<file path="src/rtl/fmul_post_if.sv">
// Handshake bundle between fmul_post and its producer/consumer: operands and raw
// product in (valid/ready), post-processed product out (valid/ready).
interface fmul_post_if #(
  parameter int DATA_WIDTH = 64
);
  logic [DATA_WIDTH-1:0] a_i;
  logic [DATA_WIDTH-1:0] b_i;
  logic [DATA_WIDTH-1:0] p_i;
  logic                  valid_i;
  logic                  ready_o;
  logic [DATA_WIDTH-1:0] c_o;
  logic                  valid_o;
  logic                  ready_i;

  modport slave (
    input  a_i, b_i, p_i, valid_i, ready_i,
    output ready_o, c_o, valid_o
  );

  modport master (
    output a_i, b_i, p_i, valid_i, ready_i,
    input  ready_o, c_o, valid_o
  );
endinterface

</file>
<file path="src/rtl/fmul_post.sv">
// IEEE-754 binary64 multiply post-fixup (special operands, overflow/underflow), 1-cycle latency.
// Backpressure: 2-entry FIFO; ready_o depends only on registered occupancy, never on ready_i.
module fmul_post #(
  parameter int DATA_WIDTH = 64
) (
  input  logic        clk_i,
  input  logic        rst_i,
  fmul_post_if.slave  io,
  input  logic        flag_clr_i,
  output logic [2:0]  flags_o,
  output logic [15:0] count_o
);

  typedef struct packed {
    logic [2:0]            tag;
    logic [DATA_WIDTH-1:0] dat;
  } entry_t;

  logic [10:0] a_exp, b_exp, p_exp;
  logic        a_nan, a_inf, a_zero;
  logic        b_nan, b_inf, b_zero;
  logic        sgn;
  entry_t      in_ent;

  assign a_exp  = io.a_i[62:52];
  assign b_exp  = io.b_i[62:52];
  assign p_exp  = io.p_i[62:52];
  assign sgn    = io.a_i[63] ^ io.b_i[63];
  assign a_nan  = (a_exp == 11'h7FF) && (io.a_i[51:0] != 52'h0);
  assign a_inf  = (a_exp == 11'h7FF) && (io.a_i[51:0] == 52'h0);
  assign a_zero = (a_exp == 11'h000);
  assign b_nan  = (b_exp == 11'h7FF) && (io.b_i[51:0] != 52'h0);
  assign b_inf  = (b_exp == 11'h7FF) && (io.b_i[51:0] == 52'h0);
  assign b_zero = (b_exp == 11'h000);

  // Operand classes take priority over the raw product's exponent; denormals count as zero.
  always_comb begin
    in_ent.tag = 3'b000;
    in_ent.dat = io.p_i;
    if (a_nan || b_nan || (a_zero && b_inf) || (a_inf && b_zero)) begin
      in_ent.tag = 3'b100;
      in_ent.dat = 64'h7FF8000000000000;
    end else if (a_inf || b_inf) begin
      in_ent.dat = {sgn, 11'h7FF, 52'h0};
    end else if (a_zero || b_zero) begin
      in_ent.dat = {sgn, 63'h0};
    end else if (p_exp == 11'h7FF) begin
      in_ent.tag = 3'b010;
      in_ent.dat = {sgn, 11'h7FF, 52'h0};
    end else if (p_exp == 11'h000) begin
      in_ent.tag = 3'b001;
      in_ent.dat = {sgn, 63'h0};
    end
  end

  entry_t      mem_q [2];
  entry_t      mem_d [2];
  logic        wr_ptr_q, wr_ptr_d;
  logic        rd_ptr_q, rd_ptr_d;
  logic [1:0]  occ_q, occ_d;
  logic [2:0]  flags_q, flags_d;
  logic [15:0] count_q, count_d;
  entry_t      head;
  logic        push, pop;

  assign head       = mem_q[rd_ptr_q];
  assign io.ready_o = (occ_q < 2'd2);
  assign io.valid_o = (occ_q != 2'd0);
  assign io.c_o     = io.valid_o ? head.dat : '0;
  assign push       = io.valid_i & io.ready_o;
  assign pop        = io.valid_o & io.ready_i;
  assign flags_o    = flags_q;
  assign count_o    = count_q;

  always_comb begin
    mem_d    = mem_q;
    wr_ptr_d = wr_ptr_q;
    rd_ptr_d = rd_ptr_q;
    occ_d    = occ_q;
    count_d  = count_q;
    // Clear first so a tag leaving in the same cycle still lands.
    flags_d  = flag_clr_i ? 3'b000 : flags_q;
    if (push) begin
      mem_d[wr_ptr_q] = in_ent;
      wr_ptr_d        = ~wr_ptr_q;
    end
    if (pop) begin
      rd_ptr_d = ~rd_ptr_q;
      flags_d  = flags_d | head.tag;
      count_d  = count_q + 16'd1;
    end
    case ({push, pop})
      2'b10:   occ_d = occ_q + 2'd1;
      2'b01:   occ_d = occ_q - 2'd1;
      default: occ_d = occ_q;
    endcase
  end

  always_ff @(posedge clk_i) begin
    if (rst_i) begin
      mem_q[0] <= '0;
      mem_q[1] <= '0;
      wr_ptr_q <= 1'b0;
      rd_ptr_q <= 1'b0;
      occ_q    <= 2'd0;
      flags_q  <= 3'b000;
      count_q  <= 16'h0000;
    end else begin
      mem_q    <= mem_d;
      wr_ptr_q <= wr_ptr_d;
      rd_ptr_q <= rd_ptr_d;
      occ_q    <= occ_d;
      flags_q  <= flags_d;
      count_q  <= count_d;
    end
  end

endmodule

</file>
<file path="src/flat_wrapper.sv">
// flat-port wrapper written by rule: the top's interface ports become plain ports
module fmul_post_flat 
#(
  parameter int DATA_WIDTH = 64
)
  (clk_i, rst_i, flag_clr_i, flags_o, count_o, io_a_i, io_b_i, io_p_i, io_valid_i, io_ready_i, io_ready_o, io_c_o, io_valid_o);
  fmul_post_if #(.DATA_WIDTH(DATA_WIDTH)) io_i ();
  input  logic clk_i;
  input  logic rst_i;
  input  logic flag_clr_i;
  output logic [2:0] flags_o;
  output logic [15:0] count_o;
  input wire logic [$bits(io_i.a_i)-1:0] io_a_i;
  input wire logic [$bits(io_i.b_i)-1:0] io_b_i;
  input wire logic [$bits(io_i.p_i)-1:0] io_p_i;
  input wire logic [$bits(io_i.valid_i)-1:0] io_valid_i;
  input wire logic [$bits(io_i.ready_i)-1:0] io_ready_i;
  output wire logic [$bits(io_i.ready_o)-1:0] io_ready_o;
  output wire logic [$bits(io_i.c_o)-1:0] io_c_o;
  output wire logic [$bits(io_i.valid_o)-1:0] io_valid_o;
  assign io_i.a_i = io_a_i;
  assign io_i.b_i = io_b_i;
  assign io_i.p_i = io_p_i;
  assign io_i.valid_i = io_valid_i;
  assign io_i.ready_i = io_ready_i;
  assign io_ready_o = io_i.ready_o;
  assign io_c_o = io_i.c_o;
  assign io_valid_o = io_i.valid_o;
  fmul_post #(.DATA_WIDTH(DATA_WIDTH)) u_core (.clk_i(clk_i), .rst_i(rst_i), .io(io_i), .flag_clr_i(flag_clr_i), .flags_o(flags_o), .count_o(count_o));
endmodule
</file>
<file path="config.mk">
export PLATFORM = sky130hd
export DESIGN_NAME = fmul_post_flat
export DESIGN_NICKNAME = d
export VERILOG_FILES = /design/src/rtl/fmul_post_if.sv /design/src/rtl/fmul_post.sv /design/src/flat_wrapper.sv
export SDC_FILE = /design/constraint.sdc
export NUM_CORES = 1
export LEC_CHECK = 0
export BUFFER_PORTS_ARGS = -buffer_cell sky130_fd_sc_hd__buf_2
export CORE_MARGIN = 1
export CORE_UTILIZATION = 45
export DETAILED_ROUTE_END_ITERATION = 16
export HOLD_SLACK_MARGIN = 0.1
export PLACE_DENSITY = 0.75
export REMOVE_ABC_BUFFERS = 1
export SYNTH_ARGS = -nofsm -noshare
export SYNTH_HDL_FRONTEND = slang
export SYNTH_SLANG_ARGS = --single-unit
</file>
<file path="constraint.sdc">
create_clock -name clk_i -period 2 [get_ports clk_i]
set_clock_uncertainty 0.1 [all_clocks]
set_input_delay 0.4 -clock clk_i [delete_from_list [all_inputs] [get_ports clk_i]]
set_output_delay 0.4 -clock clk_i [all_outputs]
set_load 0.1 [all_outputs]
</file>
==> results by group <==
Final layout
  • Post-route cell area: 0.0112 mm2
  • Share of cells above drive strength 1: 38.0%
  • Post-route insts no fill: 1,424
  • Core Util, Final: 72.7%
  • Final #Nets: 1,398
  • Layout area overhead: 55.4%

Status
  • Status: finished, violations left
  • Violated checks: negative setup slack

Logic synthesis
  • Netlist Area Pre-Place: 0.00722 mm2
  • Top-count cell post-synth: dfxtp_1
  • Synthesized area per cell: 7.84 um2
  • Top-area cell type share of the netlist area: 43.5%
  • Post-synth EDFFs: 0
  • Post-synthesis sequential area ratio: 43.5%
  • Area leader, netlist: dfxtp_1
  • Top FF cell, synth: dfxtp_1
  • Synth unique cells: 40
  • Yosys reg bits: 157
  • Post-Syn Instances: 921
  • Share of synthesized registers carrying an async set or reset: 0%
  • Synth top area cells: dfxtp_1, mux2i_1, a21oi_1
  • Top cells by count, synth: dfxtp_1, a21oi_1, nand2_1
  • Ys Warns: 0

Clock network
  • CTS tree: built
  • CTS Sinks: 157
  • H-tree depth: 4
  • Hold-fix buffers at CTS: 0
  • Total CTS buffers: 17
  • Clk_lat worst skew: 420 ps
  • CTS Buffer Depth: 2
  • Root Buffer Master: clkbuf_16
  • Clock transition at path regs: 70 ps

Timing
  • Setup TNS: -4390 ps
  • Crit share post-route: 106%
  • Crit path time final: 2130 ps
  • Relative slew slack: 66.4%
  • Hold Fails Final Rpt: 0
  • Final worst setup slack: -129 ps
  • Setup Viol. Count Final: 64
  • RSZ-0062 raised after global routing: true
  • Worst Hold Margin: 136 ps
  • F_max: 470 MHz
  • Slew at the pin closest to its max-slew limit: 507 ps
  • Slew Viols, Final: 0

Global route
  • Largest net degree at the start of global routing: 54
  • Total gr overflow: 0
  • Initial antenna violation count: 1
  • Vias in the first global route: 7,077
  • First-pass GRT wire length: 35,300 um
  • Total track usage: 27.3%

Die
  • Die width: 129 um
  • Ports: 282
  • Initial Util: 46.8%
  • Die Ht: 129 um
  • # rows: 45
  • Core ar.: 0.0154 mm2
  • Die ar.: 0.0166 mm2

Critical path
  • CP required: 1500 ps
  • Arr. time, crit path: 1630 ps
  • R2R cell count: 9
  • Crit. End Element: primary output
  • CP Class: register to primary output
  • Startpoint types: register
  • Worst-path fanout max: 8

Pwr
  • Pwr per Cell Area: 1260 mW/mm2
  • Total power: 14.1 mW
  • VDD IR-drop max: 0.875 mV
  • Leakage Power: 4.34 nW

Detailed routing
  • DRC: 0
  • Final wirelength: 23,400 um
  • Drt via density: 5.41
  • First-iteration detailed-routing DRC count: 618
  • Post-route ant nets: 0
  • Total number of vias: 7,702
  • Wire length per cell: 16.4 um
  • Pre-antenna DRT Iters: 5

Placement
  • Port bufs: 281
  • Placed cell count: 1,376
  • Setup slack at placement: -122 ps
  • Placer Congestion: 0.921
  • Placed inst area: 0.0101 mm2
  • Dpl hpwl: 15,300 um

Worst hold path
  • Min-Delay Path Class: input port to register
  • Worst Hold Depth: 3

Run
  • Max Cap Violations: 0
## critical path, stage by stage, from the launching register on
cell and delay [ps]:
dfxtp_4 390, buf_12 140, buf_16 140, mux2i_4 190, nor2_4 160, buf_12 190
## kinds of logic (layout without fill, tap and decap cells)
kind of cell	count (synthesis)	after routing	share of synthesized area, %
other	0	1	0
XOR/XNOR	16	16	1.94
AND/OR/NAND/NOR	437	437	27.8
buffers and inverters	81	372	4.82
multiplexers	68	68	9.42
flip-flops	157	157	43.5
AO/OA/AOI/OAI	160	160	12.2
adder cells (fa/ha/maj)	2	2	0.346
## worst paths after layout
| kind | startpoint | endpoint | slack [ps] |
|---|---|---|---|
| setup reg to reg | u_core.occ_q[1]$_SDFFE_PP0P_ | u_core.occ_q[1]$_SDFFE_PP0P_ | 90 |
| hold reg to reg | u_core.mem_q[36]$_SDFFE_PP0P_ | u_core.mem_q[36]$_SDFFE_PP0P_ | 350 |
| setup / recovery | u_core.rd_ptr_q$_SDFFE_PP0P_ | io_c_o[53] | -130 |
| hold / removal | io_p_i[9] | u_core.mem_q[9]$_SDFFE_PP0P_ | 140 |
## power by group
part | total [mW] | switching [mW] | internal [mW]
combinational | 7.17 | 4.38 | 2.79
sequential | 3.80 | 0.270 | 3.53
clock | 3.15 | 1.37 | 1.78
total | 14.1 | 6.02 | 8.10
## what timing repair did
item,CTS,global route
pin swaps,2,4
buffers inserted,4,5
gates cloned,2,5
gates resized for setup,56,42
endpoints found under the setup margin,64,65
## cell usage in the layout, fill, tap and decap left out, types with 8 or more instances in the layout
master,instances
a211oi_1,26
nor2_1,63
buf_4,23
mux2i_1,53
nand3_1,119
buf_12,88
dfxtp_1,154
nand2_1,125
mux2i_2,12
buf_2,215
nor2_2,54
clkbuf_16,20
a21oi_1,126
nor4_1,30
nand4_1,8
xor2_1,12
## metal layers
metal | share of wire, % | vias to the layer above | track usage (%)
met3 | 6.0 | 30 | 4.82
met1 | 43 | 3608 | 34.8
met4 | 1.7 | 0 | 9.48
met5 | 0 | - | 0
met2 | 49 | 306 | 46.4
li1 | - | 3758 | -
## cell type report
class / count / area (um2)
fill: 1175 / 4210
multi-input combinational: 683 / 4040
timing repair buffer: 334 / 3160
sequential: 157 / 3150
clock buffer: 19 / 443
tap: 211 / 264
clock inverter: 13 / 130
inverter: 6 / 30.0
antenna: 1 / 2.50
## registers in the layout, summed over array words and instances, names as in the netlist
register / count
u_core.mem_q: 134
u_core.count_o: 16
u_core.flags_o: 3
u_core.occ_q: 2
u_core.rd_ptr_q: 1
u_core.wr_ptr_q: 1
Power figures use the tool's default switching activity.
